## config.mk

```make
export PLATFORM = sky130hd
export DESIGN_NAME = aes_key_expand_ctrl
export DESIGN_NICKNAME = d
export VERILOG_FILES = /design/src/rtl/aes_key_expand_ctrl.sv
export SDC_FILE = /design/constraint.sdc
export NUM_CORES = 2
export LEC_CHECK = 0
export CORE_MARGIN = 4
export CORE_UTILIZATION = 25
export CTS_CLUSTER_SIZE = 8
export DETAILED_ROUTE_END_ITERATION = 8
export HOLD_SLACK_MARGIN = 0.05
export PLACE_DENSITY = 0.53
export SYNTH_ARGS = -nofsm -noshare
export SYNTH_HDL_FRONTEND = slang
export SYNTH_SLANG_ARGS = --single-unit
```

## constraint.sdc

```tcl
create_clock -name Clk -period 125.5 [get_ports Clk]
set_clock_uncertainty 0.1 [all_clocks]
set_input_delay 25.1 -clock Clk [delete_from_list [all_inputs] [get_ports Clk]]
set_output_delay 25.1 -clock Clk [all_outputs]
set_load 0.05 [all_outputs]
```

## src/rtl/aes_key_expand_ctrl.sv

```systemverilog
// ---------------------------------------------------------------------------
// aes_key_expand_ctrl: sequences an external one-round AES-128 key-schedule
// datapath through 10 rounds, stores round keys 0..10 and serves a read port.
// Optional macro: AES_KEY_CACHE_EN (skip expansion when the key is unchanged).
// Revision: 1.0
// ---------------------------------------------------------------------------
`default_nettype none

module aes_key_expand_ctrl #(
  parameter int BUS_WIDTH  = 128,
  parameter int NUM_ROUNDS = 10
) (
  input  logic                 Clk,
  input  logic                 Rst,
  input  logic                 start_i,
  input  logic [BUS_WIDTH-1:0] key_i,
  output logic                 busy_o,
  output logic                 done_o,
  output logic                 keys_valid_o,
  output logic [BUS_WIDTH-1:0] ks_data_o,
  output logic [7:0]           ks_rcon_o,
  input  logic [BUS_WIDTH-1:0] ks_key_i,
  input  logic [3:0]           rk_addr_i,
  output logic [BUS_WIDTH-1:0] rk_data_o
);

  typedef enum logic [1:0] {
    ST_IDLE    = 2'd0,
    ST_ISSUE   = 2'd1,
    ST_CAPTURE = 2'd2,
    ST_FINISH  = 2'd3
  } state_t;

  state_t               state_q, state_d;
  logic [3:0]           round_q, round_d;
  logic                 busy_q, busy_d;
  logic                 done_q, done_d;
  logic                 valid_q, valid_d;
  logic [BUS_WIDTH-1:0] ks_data_q, ks_data_d;
  logic [7:0]           ks_rcon_q, ks_rcon_d;
  logic [BUS_WIDTH-1:0] rk_data_q, rk_data_d;
  logic [BUS_WIDTH-1:0] bank_q [NUM_ROUNDS+1];
  logic [BUS_WIDTH-1:0] bank_d [NUM_ROUNDS+1];
  logic                 bank_we;
  logic [3:0]           bank_waddr;
  logic [BUS_WIDTH-1:0] bank_wdata;
`ifdef AES_KEY_CACHE_EN
  logic [BUS_WIDTH-1:0] tag_q, tag_d;
`endif

  function automatic logic [7:0] xtime(input logic [7:0] v);
    return {v[6:0], 1'b0} ^ (v[7] ? 8'h1B : 8'h00);
  endfunction

  always_comb begin
    state_d    = state_q;
    round_d    = round_q;
    busy_d     = busy_q;
    done_d     = 1'b0;
    valid_d    = valid_q;
    ks_data_d  = ks_data_q;
    ks_rcon_d  = ks_rcon_q;
    bank_we    = 1'b0;
    bank_waddr = round_q;
    bank_wdata = ks_key_i;
`ifdef AES_KEY_CACHE_EN
    tag_d      = tag_q;
`endif
    case (state_q)
      ST_IDLE: begin
`ifdef AES_KEY_CACHE_EN
        // Bank already holds this key's schedule: report completion only.
        if (start_i && valid_q && (key_i == tag_q)) begin
          state_d = ST_FINISH;
          busy_d  = 1'b1;
          done_d  = 1'b1;
        end else
`endif
        if (start_i) begin
          bank_we    = 1'b1;
          bank_waddr = 4'd0;
          bank_wdata = key_i;
          ks_data_d  = key_i;
          ks_rcon_d  = 8'h01;
          round_d    = 4'd1;
          valid_d    = 1'b0;
          busy_d     = 1'b1;
          state_d    = ST_ISSUE;
`ifdef AES_KEY_CACHE_EN
          tag_d      = key_i;
`endif
        end
      end
      ST_ISSUE: state_d = ST_CAPTURE;
      ST_CAPTURE: begin
        bank_we   = 1'b1;
        ks_data_d = ks_key_i;
        ks_rcon_d = xtime(ks_rcon_q);
        if (round_q == 4'(NUM_ROUNDS)) begin
          state_d = ST_FINISH;
          done_d  = 1'b1;
          valid_d = 1'b1;
        end else begin
          round_d = round_q + 4'd1;
          state_d = ST_ISSUE;
        end
      end
      ST_FINISH: begin
        busy_d  = 1'b0;
        state_d = ST_IDLE;
      end
      default: state_d = ST_IDLE;
    endcase
  end

  always_comb begin
    bank_d = bank_q;
    if (bank_we) bank_d[bank_waddr] = bank_wdata;
  end

  // Addresses past the last round key read as zero.
  always_comb begin
    rk_data_d = '0;
    if (rk_addr_i <= 4'(NUM_ROUNDS)) rk_data_d = bank_q[rk_addr_i];
  end

  always_ff @(posedge Clk or posedge Rst) begin
    if (Rst) begin
      state_q   <= ST_IDLE;
      round_q   <= 4'd0;
      busy_q    <= 1'b0;
      done_q    <= 1'b0;
      valid_q   <= 1'b0;
      ks_data_q <= '0;
      ks_rcon_q <= 8'h00;
      rk_data_q <= '0;
      for (int i = 0; i <= NUM_ROUNDS; i++) bank_q[i] <= '0;
`ifdef AES_KEY_CACHE_EN
      tag_q     <= '0;
`endif
    end else begin
      state_q   <= state_d;
      round_q   <= round_d;
      busy_q    <= busy_d;
      done_q    <= done_d;
      valid_q   <= valid_d;
      ks_data_q <= ks_data_d;
      ks_rcon_q <= ks_rcon_d;
      rk_data_q <= rk_data_d;
      bank_q    <= bank_d;
`ifdef AES_KEY_CACHE_EN
      tag_q     <= tag_d;
`endif
    end
  end

  assign busy_o       = busy_q;
  assign done_o       = done_q;
  assign keys_valid_o = valid_q;
  assign ks_data_o    = ks_data_q;
  assign ks_rcon_o    = ks_rcon_q;
  assign rk_data_o    = rk_data_q;

endmodule

`default_nettype wire

```

==> run metrics <==
antenna viol nets, final 0; max-slew violations 0; total CTS buffers roughly 230; hold buffer count at cts 0; CP required ~130 ns; area grow syn2layout 20.1%; share of cells above drive strength 1 approximately 7.4%; sequential-to-total area share from yosys stat 58.5%; number of global-route vias before repair approximately 54000; Max Freq 0.0325 GHz; worst relative slew slack roughly 14%; Arrival @ worst endpoint roughly 31 ns; Root Driver clkbuf_16; wire per inst 22.4 µm; actual slew at the worst max-slew pin ~1.3 ns; PwrDens between 20 and 30 nW/µm²; post-synthesis cell area 72000 µm²; clk slew on worst S/H paths 0.05 ns; global-route wire length before repair about 360 mm; DIE AREA between 200000 and 300000 µm²; drt drc 0; post-CTS setup buffers 0; ant diodes 0; Synth area leaders dfrtp_1 58%, o21ai_0 11%, mux2i_1 7.1%, nand2_1 6.8%, mux4_2 4.0%; Initial DRT Pass Iterations 6; Clk Latency, worst-skew pair around 0.9 ns; Distinct cells, synth 34; initial core utilization between 20% and 30%; Sink Count 1681; syn nets just over 7000; Synth Area in Simple Gates under 10%; RSZ-0062 raised after global routing no; largest family of logic cells by synthesized area compound AO/OA/AOI/OAI gates; cell taking the most area after synthesis dfrtp_1; minimum clock period around 30 ns; Worst Setup End Kind asynchronous set/reset pin; cell count after synthesis just under 7000; Die Y-Extent around 540 µm; vias per cell roughly 4.9; initial antenna violation count 4; total power 0.00216 W; Hold Path Class register to register; CP startpoint kind primary input; CP peak stage delay roughly 0.88 ns; largest net degree at the start of global routing about 180; cell mode on critical path buf_4; leakage about 38 nW; H-tree depth 4; Final setup viols 0; Hold Crit Start bank_q[572]; mux contribution to synthesized area between 10% and 20%; Row Count between 150 and 200; CP max stage cell buf_4; critical path fanouts, max 180; Post-Route WL around 240 mm; setup_tns 0 ns; CTS tree yes; Total GRT Usage between 15 and 20%; FF+latch count, synth about 1700; CORE AREA between 200000 and 300000 µm²; I/O Buffers 529; initial drt markers roughly 4300; max-cap viol count 0; Post-DP HPWL approximately 140 mm; via count between 50000 and 60000; R2R Path Start state_q[1]; Critical Path Source Rst; CP Class primary input to asynchronous set/reset pin; gr ovfl total 0; critical path cell sequence clkdlybuf4s50_1 -> inv_8 -> buf_4 -> buf_4 -> buf_4 -> buf_12 -> buf_4 -> buf_4; Ys Warns 0; Synth Area in Adders less than 1%; # resized after CTS 0; routability cong. roughly 0.74; Syn Area/Cell between 10 and 15 µm²; io pins between 500 and 600; xor-xnor portion of the synthesized cell area less than 1%; final cycle utilization of the critical path 24.5%; final hold violation count 0; Compound-Gate Fraction of Synth Area around 18%; clk buf depth 4; Worst VDD drop around 0.014 mV; outcome completed; top-area cell type share of the netlist area ~58%; DIE WIDTH about 540 µm; Nets approximately 7400
-- synthesized netlist by cell type, drive strengths merged --
| master | n |
|---|---|
| dfrtp | 1681 |
| o21ai | 1674 |
| nand2 | 1297 |
| clkbuf | 517 |
| mux2i | 512 |
| nor2 | 260 |
| a21oi | 259 |
| buf | 194 |
| a221oi | 128 |
| mux4 | 128 |
| o31ai | 128 |
| a22oi | 127 |
| inv | 8 |
| nor2b | 6 |
| a22o | 4 |
| nand3 | 4 |
| xnor2 | 3 |
| and4bb | 2 |
| ha | 2 |
| nor3b | 2 |
| and3b | 1 |
| mux2 | 1 |
| nand4b | 1 |
| nor4 | 1 |
| nor4b | 1 |
| o21bai | 1 |
| o22a | 1 |
| or3 | 1 |
| xor2 | 1 |
-- sequential cells by signal, summed over array words and instances, names as in the netlist --
name,flops
bank_q,1408
ks_data_o,128
rk_data_o,128
ks_rcon_o,8
round_q,4
state_q,2
busy_o,1
done_o,1
keys_valid_o,1
-- stage by stage --
step                cells  hold slack [ns]  instance area, µm²  worst slack [ns]  utilization, %
floorplan            6945            0.345               72000             52.86               -
global placement    10641            0.356               80100             93.81            28.0
detailed placement  10641            0.364               80100             93.59            28.0
CTS                 10901            0.375               86400             94.50            30.2
global route        10901            0.389               86400             93.79            30.2
finish              10901            0.372               86400             94.77            30.2
-- layout make-up --
class | count | area [µm²]
Fill cell | 29329 | 200000
Sequential cell | 1681 | 42100
Multi-Input combinational cell | 4545 | 27000
Timing Repair Buffer | 645 | 6290
Clock buffer | 247 | 6000
Tap cell | 3762 | 4710
Clock inverter | 13 | 315
Inverter | 8 | 40.0
-- path summary, 6_finish.rpt --
check / slack, ns / to / cells past startpoint
max: 94.77 / bank_q[1082] / 8
min: 0.37 / bank_q[572] / 2
max reg2reg: 120.21 / bank_q[386] / 7
min reg2reg: 0.37 / bank_q[572] / 2
max in group Clk: 96.95 / bank_q[386] / 8
min in group asynchronous: 24.79 / bank_q[1400] / 2
-- critical path, delay by kind of cell --
family	cells	cell delay (ns)
buf+inv	8	5.87
-- routing by layer --
| layer | GRT usage (%) | vias up | share of wire, % |
|---|---|---|---|
| li1 | - | 24486 | - |
| met1 | 21.6 | 26940 | 44 |
| met2 | 27.1 | 1526 | 48 |
| met3 | 2.70 | 326 | 5.5 |
| met4 | 3.74 | 0 | 2.1 |
| met5 | 0 | - | 0 |
-- logic make-up after synthesis --
group	after synthesis
adder cells (fa/ha/maj)	2
AND/OR/NAND/NOR	1576
XOR/XNOR	4
buffers and inverters	719
flip-flops	1681
multiplexers	641
AO/OA/AOI/OAI	2322
-- cell usage in the layout (no fill, tap or decap), types with 3 or more instances in the layout --
cell,synthesis,routed
dfrtp_1,1681,1679
o31ai_1,128,128
a221oi_1,128,128
mux2i_1,512,512
nor2b_1,6,3
buf_12,0,9
clkbuf_16,0,236
a21oi_1,259,258
a22oi_1,127,127
clkbuf_8,0,5
nand2_4,0,7
nor2_1,260,259
clkinv_2,0,3
o21ai_1,135,135
nand2_1,1297,1289
a22o_1,4,4
nor2b_4,0,3
xnor2_1,3,3
clkbuf_1,516,6
o21ai_0,1539,1539
mux4_2,128,128
buf_4,25,108
clkdlybuf4s50_1,0,525
clkinv_16,0,10
inv_1,8,6
-- power by group --
part | internal [W] | switching [W]
logic | 0.000244 | 0.000454
registers | 0.000775 | 0.000122
clock network | 0.000333 | 0.000232
total | 0.00135 | 0.000809
(Power assumes the default switching activity.)
